`config.mk`:
```
export PLATFORM = sky130hd
export DESIGN_NAME = pulse_decode
export DESIGN_NICKNAME = d
export VERILOG_FILES = /design/src/rtl/pulse_decode.sv
export SDC_FILE = /design/constraint.sdc
export NUM_CORES = 1
export LEC_CHECK = 0
export ABC_AREA = 0
export ABC_CLOCK_PERIOD_IN_PS = 4000
export CAP_MARGIN = 15
export CORE_MARGIN = 2
export CORE_UTILIZATION = 50
export DETAILED_ROUTE_END_ITERATION = 7
export PLACE_DENSITY = 0.72
export SETUP_SLACK_MARGIN = 0.4
export SLEW_MARGIN = 5
export SYNTH_ARGS = -nofsm -noshare
export SYNTH_HDL_FRONTEND = slang
export SYNTH_SLANG_ARGS = --single-unit
```
`constraint.sdc`:
```
create_clock -name sysclk -period 4 [get_ports sysclk]
set_input_delay 0.8 -clock sysclk [delete_from_list [all_inputs] [get_ports sysclk]]
set_output_delay 0.8 -clock sysclk [all_outputs]
set_load 0.02 [all_outputs]
```
`src/rtl/pulse_decode.sv`:
```
// Decodes the number of X pulses between consecutive Y frame markers into a
// one-hot switch pattern, with frame length, last X pulse width and timeout.
module pulse_decode #(
  parameter logic [23:0] TIMEOUT = 24'd10_000_000,
  parameter logic [15:0] XW_MAX  = 16'hFFFF
) (
  input  logic        sysclk,
  input  logic        reset,
  input  logic        Pulse_X,
  input  logic        Pulse_Y,
  output logic [3:0]  Enable_Det,
  output logic        Det_Valid,
  output logic        Det_Err,
  output logic        Timeout,
  output logic [23:0] Frame_Len,
  output logic [15:0] X_Width,
  output logic        o_dbg_state
);

  typedef enum logic [0:0] {IDLE = 1'b0, FRAME = 1'b1} state_t;

  state_t      r_state;
  logic        r_x_s1, r_x_s2, r_x_prev;
  logic        r_y_s1, r_y_s2, r_y_prev;
  logic [23:0] r_cnt;
  logic [2:0]  r_xcnt;
  logic [15:0] r_xhi;
  logic [15:0] r_xw;

  logic        w_x_rise, w_x_fall, w_y_rise;
  logic [23:0] w_cnt_inc;
  logic [3:0]  w_dec;
  logic        w_err;

  assign w_x_rise    = r_x_s2 & ~r_x_prev;
  assign w_x_fall    = ~r_x_s2 & r_x_prev;
  assign w_y_rise    = r_y_s2 & ~r_y_prev;
  assign w_cnt_inc   = r_cnt + 24'd1;
  assign o_dbg_state = r_state;

  always_comb begin
    w_dec = 4'b0000;
    w_err = 1'b0;
    case (r_xcnt)
      3'd1:    w_dec = 4'b0001;
      3'd2:    w_dec = 4'b0010;
      3'd3:    w_dec = 4'b0100;
      3'd4:    w_dec = 4'b1000;
      default: w_err = 1'b1;
    endcase
  end

  always_ff @(posedge sysclk or negedge reset) begin
    if (!reset) begin
      r_x_s1   <= 1'b0;
      r_x_s2   <= 1'b0;
      r_x_prev <= 1'b0;
      r_y_s1   <= 1'b0;
      r_y_s2   <= 1'b0;
      r_y_prev <= 1'b0;
    end else begin
      r_x_s1   <= Pulse_X;
      r_x_s2   <= r_x_s1;
      r_x_prev <= r_x_s2;
      r_y_s1   <= Pulse_Y;
      r_y_s2   <= r_y_s1;
      r_y_prev <= r_y_s2;
    end
  end

  // Runs in both states so a pulse spanning a frame boundary keeps its width.
  always_ff @(posedge sysclk or negedge reset) begin
    if (!reset) begin
      r_xhi <= 16'd0;
    end else if (w_x_rise) begin
      r_xhi <= 16'd1;
    end else if (r_x_s2 && (r_xhi != XW_MAX)) begin
      r_xhi <= r_xhi + 16'd1;
    end
  end

  always_ff @(posedge sysclk or negedge reset) begin
    if (!reset) begin
      r_state    <= IDLE;
      r_cnt      <= 24'd0;
      r_xcnt     <= 3'd0;
      r_xw       <= 16'd0;
      Enable_Det <= 4'b0000;
      Det_Valid  <= 1'b0;
      Det_Err    <= 1'b0;
      Timeout    <= 1'b0;
      Frame_Len  <= 24'd0;
      X_Width    <= 16'd0;
    end else begin
      Det_Valid <= 1'b0;
      case (r_state)
        IDLE: begin
          if (w_y_rise) begin
            r_cnt   <= 24'd0;
            r_xcnt  <= {2'b00, w_x_rise};
            r_xw    <= 16'd0;
            r_state <= FRAME;
          end
        end
        FRAME: begin
          if (w_y_rise) begin
            // Close this frame and open the next on the same edge; a
            // coincident X edge belongs to the new frame.
            Det_Valid  <= 1'b1;
            Frame_Len  <= w_cnt_inc;
            X_Width    <= r_xw;
            Enable_Det <= w_dec;
            Det_Err    <= w_err;
            Timeout    <= 1'b0;
            r_cnt      <= 24'd0;
            r_xcnt     <= {2'b00, w_x_rise};
            r_xw       <= 16'd0;
          end else if (w_cnt_inc == TIMEOUT) begin
            Timeout    <= 1'b1;
            Enable_Det <= 4'b0000;
            r_state    <= IDLE;
          end else begin
            r_cnt <= w_cnt_inc;
            if (w_x_rise && (r_xcnt != 3'd7)) r_xcnt <= r_xcnt + 3'd1;
            if (w_x_fall) r_xw <= r_xhi;
          end
        end
        default: r_state <= IDLE;
      endcase
    end
  end

endmodule

```
* After elaboration in Yosys (flattened, before gate mapping)
Index checks and enable logic that the tools add are counted.
Word-level totals: logic and storage cells 75, flip-flop bits (word level) 113
Cells by class: add/sub/neg operators 3, mux-type cells 27, reductions and logical operators 10, equality and inequality tests 11, bitwise gates (word level) 7
Operator list (number):
- $mux W16 | 6
- $mux W24 | 3
- $pmux W24 S2 | 1
- $pmux W16 S2 | 1
- $add A24 B1 Y24 const B | 1
- $eq A24 B24 Y1 const B | 1
- $add A16 B1 Y16 const B | 1
- $ne A16 B16 Y1 const B | 1
- $pmux W4 S4 | 1
- $mux W3 | 4
- $mux W4 | 2
- $mux W1 | 7
- $eq A3 B2 Y1 const B | 2
- $ne A3 B1 Y1 const B | 2
- $ne A3 B3 Y1 const B | 2
- $pmux W3 S2 | 1
- $reduce_and A2 Y1 | 3
- $reduce_and A3 Y1 | 2
- $not A1 Y1 | 4
- $reduce_bool A2 Y1 | 2
- $reduce_or A4 Y1 | 1
- $add A3 B1 Y3 const B | 1
- $and A1 B1 Y1 | 3
- $eq A3 B1 Y1 const B | 1
- other kinds (4) | 5

* Logic depth before layout (Yosys ltp)
depth after elaboration 7, gate-level depth with buffers 13, depth with buffers taken out 9

* Worst setup path before layout
OpenSTA, ideal clock, no wires.
kind flip-flop to flip-flop, from reg r_cnt[0], to reg r_cnt[4], path slack 1234 ps, required time 3920 ps, arrival 2687 ps, period minus slack after synthesis 2766 ps, stages on the path, launching flop included 11, buffers on the path 1, setup time 80 ps, path through dfrtp_1 ha_1 clkbuf_1 nand4_1 nor4_1 nand3_1 nand3_1 a21oi_1 o2111a_2 or4_1 a21oi_1
Between the ends: longest elaborated chain between the ends 4, elaborated cells on any way between the ends 7, classes of those cells add/sub (1); eq/ne (2); mux (3); reduce/logical (1)
RTL lines:
- start: declaration | RTL line 25 | logic [23:0] r_cnt;
- start signal: assignment | RTL line 123 | r_cnt <= w_cnt_inc;
- $add A24 B1 Y24 * | RTL line 38 | assign w_cnt_inc = r_cnt + 24'd1;
- $eq A24 B24 Y1 / $mux W24 (equally long branches) | RTL line 118 | end else if (w_cnt_inc == TIMEOUT) begin
- $ne A3 B3 Y1 (no line) / $mux W24 (equally long branches)
- $reduce_and A2 Y1 (no line) / $pmux W24 S2 (equally long branches)
Every way passes the cells marked *; elsewhere a longest branch is shown, timed or not. The select of a mux whose other input is x is not followed. A chain may end at the register's enable or synchronous reset.

* Final worst setup path
from reg r_cnt[0], to reg r_xw[4]
Between the ends: longest elaborated chain between the ends 4
RTL lines:
- $add A24 B1 Y24 | RTL line 38
- $eq A24 B24 Y1 | RTL line 118
- $ne A3 B3 Y1 (no line)
- $reduce_and A3 Y1 (no line)
- end signal: assignment | RTL line 125 | if (w_x_fall) r_xw <= r_xhi;
- end: declaration | RTL line 28 | logic [15:0] r_xw;
Every way passes these cells.

==> results_dict.tcl <==
set metrics [dict create \
    status "completed" \
    placed_cell_area_sq_um 6030 \
    ir_drop_v 0.000269 \
    die_area_sq_um 11800 \
    synth_flop_cell "dfrtp_1" \
    n_fill_cell 943 \
    routed_wl_mm 12.5 \
    dp_slack_ns 0.494 \
    required_ns 4.45 \
    yosys_register_bits 113 \
    cts_max_level 4 \
    drv_slew 0 \
    grt_use_met1_pct 34.7 \
    finalSetupTns_ns 0 \
    avgSynthCellArea_sq_um 9.43 \
    seq_area_frac_synth_pct 51.8 \
    cts_root_buf "clkbuf_8" \
    yosys_warnings 0 \
    grt_pass1_wl_mm 21.3 \
    regArea_sq_um 2830 \
    ant_nets 0 \
    cp-start-kind "flip-flop" \
    syn_area_sq_um 5460 \
    grt_pass1_vias 4282 \
    grtUsageTotal_pct 23.4 \
    diodes 0 \
    start_util_pct 50.8 \
    area_growth_pct 21.8 \
    max_cap_viol_count 0 \
    via_per_inst 5.75 \
    worstPathArrival_ns 3.78 \
    slew_headroom_pct 37.7 \
    antenna_found_initial 0 \
    syn-num-nets 591 \
    p_leak_nw 2.86 \
    async_reset_ff_share_pct 100 \
    fmax_ghz 0.301 \
    clock_path_buffers 2 \
    numCtsBuffers 17 \
    drc 0 \
    path_max_fanout 16 \
    design_area_sq_um 6650 \
    min_period_ns 3.33 \
    final_common_cell "dfrtp_1" \
    overflow 0 \
    final_cell_mix "dfrtp_1, nand2_1, o21ai_0, clkdlybuf4s50_1, nand3_1" \
    top_usage_layer "met1" \
    met2_usage_pct 33.4 \
    synth_compound_area_share_pct 14.8 \
    finalCritPeriodShare_pct 83.2 \
    dieWidth_um 108 \
    tightest_slew_ns 0.930 \
    multi_input_area_sq_um 2430 \
    synth_adder_area_share_pct 1.83 \
    synth.distinct_cells 58 \
    port_buffers 51 \
    first_iter_violations 366 \
    io_pins 52 \
    synth_edf_count 0 \
    synthSimpleGateAreaFrac_pct 21.3 \
    die_h_um 108 \
    cts_tree "built" \
    clock_latency_ns 0.52 \
    netlist_instances 579 \
    firstDrtPassIters 6 \
    critPathCaptureType "flip-flop" \
    synth_xor_area_share_pct 5.78 \
    grt_max_degree 65 \
    synth_top_family_by_area "simple AND/OR/NAND/NOR gates" \
    synth.mux.area_fraction_pct 0.390 \
    hpwl_mm 8.06 \
    drive_gt1_share_pct 10.3 \
    finalSetupViolCount 0 \
    drt-wirelength-per-cell_um 16.2 \
    gr-usage-met3_pct 5.18 \
    row_count 38 \
    vias 4448 \
    finClkSkew_ns 0.00740 \
    clock-sinks 113 \
    worst_slack_ns 0.672 \
    rsz0062_at_grt "false" \
    gp_congestion 0.896 \
    critPathKind "flip-flop to flip-flop" \
    clkTransAtPathRegs_ns 0.06 \
    nNetsFinal 632 \
    core-area_sq_um 10700 \
    postCtsHoldBufs 0 \
    finalHoldViolCount 0 \
    p_per_area_nw_per_um2 472 \
    hold_class "primary input to asynchronous set/reset pin" \
]
[routing by layer]
layer / share of wire (%) / wire length [um] / vias to the layer above
met3: 4.8 / 599 / 18
met4: 1.3 / 160 / 0
met1: 50 / 6210 / 2202
met2: 44 / 5560 / 118
li1: - / - / 2110
met5: 0 / 0 / -
[power by group]
part / internal [W] / total [W] / switching (W)
Combinational: 0.000156 / 0.000355 / 0.000199
Clock: 0.000909 / 0.00147 / 0.000562
Sequential: 0.00122 / 0.00131 / 0.0000877
Total: 0.00229 / 0.00314 / 0.000849
[path summary, 6_finish.rpt]
check	end	depth (start not counted)	from	slack, ns
setup / recovery	r_xw[4]	9	r_cnt[0]	0.67
max in group asynchronous	Frame_Len[12]	2	reset	2.79
hold reg to reg	r_x_s2	0	r_x_s1	0.35
hold / removal	Frame_Len[4]	1	reset	0.34
min in group sysclk	r_x_s2	0	r_x_s1	0.35
setup reg to reg	r_xw[4]	9	r_cnt[0]	0.67
[per-stage QoR]
step	util [%]	hold slack [ns]	instances	total power, W
floorplan	-	0.331	579	0.00153
detailed placement	56.2	0.336	738	0.00168
CTS	61.6	0.350	770	0.00316
finish	61.9	0.336	773	0.00314
global route	61.9	0.366	773	0.00327
global placement	56.2	0.335	738	0.00167
[Yosys cell counts, types with 4 or more instances]
master	instances	area, sq um
and3_1	11	68.8
or3_1	4	25.0
a311oi_2	5	75.1
o21ai_0	53	265
o21ai_1	5	25.0
nand2_1	103	387
buf_2	5	25.0
a22o_1	5	43.8
clkbuf_1	31	116
nor3_1	7	35.0
nand4_1	9	56.3
dfrtp_1	113	2830
xnor2_1	21	184
nand3_1	39	195
inv_1	12	45.0
xor2_1	15	131
ha_1	8	100
or4_1	5	37.5
a21oi_2	4	35.0
nor2_1	36	135
a41oi_1	4	35.0
a21oi_1	31	155
[worst max-delay path: stages, from the launching register on]
cell	delay, ns
dfrtp_1	0.45
ha_1	0.35
nand4_1	0.25
nor4_2	0.42
nand3_1	0.23
xnor2_1	0.21
nor2b_1	0.31
o2111a_1	0.68
o21ai_0	0.19
a21oi_1	0.16
[repair_timing]
item                                    4_1_cts  5_1_grt
setup buffers                                 0        2
resized for setup                             0        1
endpoints found under the setup margin        0       12
[final cells by class]
class | count | area share, %
flip-flops and latches | 113 | 42.5
multi-input cells | 414 | 36.5
repair buffers | 62 | 8.88
clock buffers | 18 | 6.44
well taps | 140 | 2.64
clock inverters | 14 | 2.30
inverters | 12 | 0.678
[cells by family after synthesis]
| logic type | count (synthesis) |
|---|---|
| DFF | 113 |
| AOI/OAI and AO/OA | 127 |
| muxes | 2 |
| xor gates and xnor gates | 36 |
| adders and majority gates | 8 |
| buffers and inverters | 53 |
| and+or+nand+nor | 240 |
[registers in the layout, indices dropped and copies added (netlist names), 3 cells and up]
| signal | cells |
|---|---|
| r_xcnt | 3 |
| Frame_Len | 24 |
| r_cnt | 24 |
| r_xw | 16 |
| r_xhi | 16 |
| X_Width | 16 |
| Enable_Det | 4 |
(Power assumes the default switching activity.)
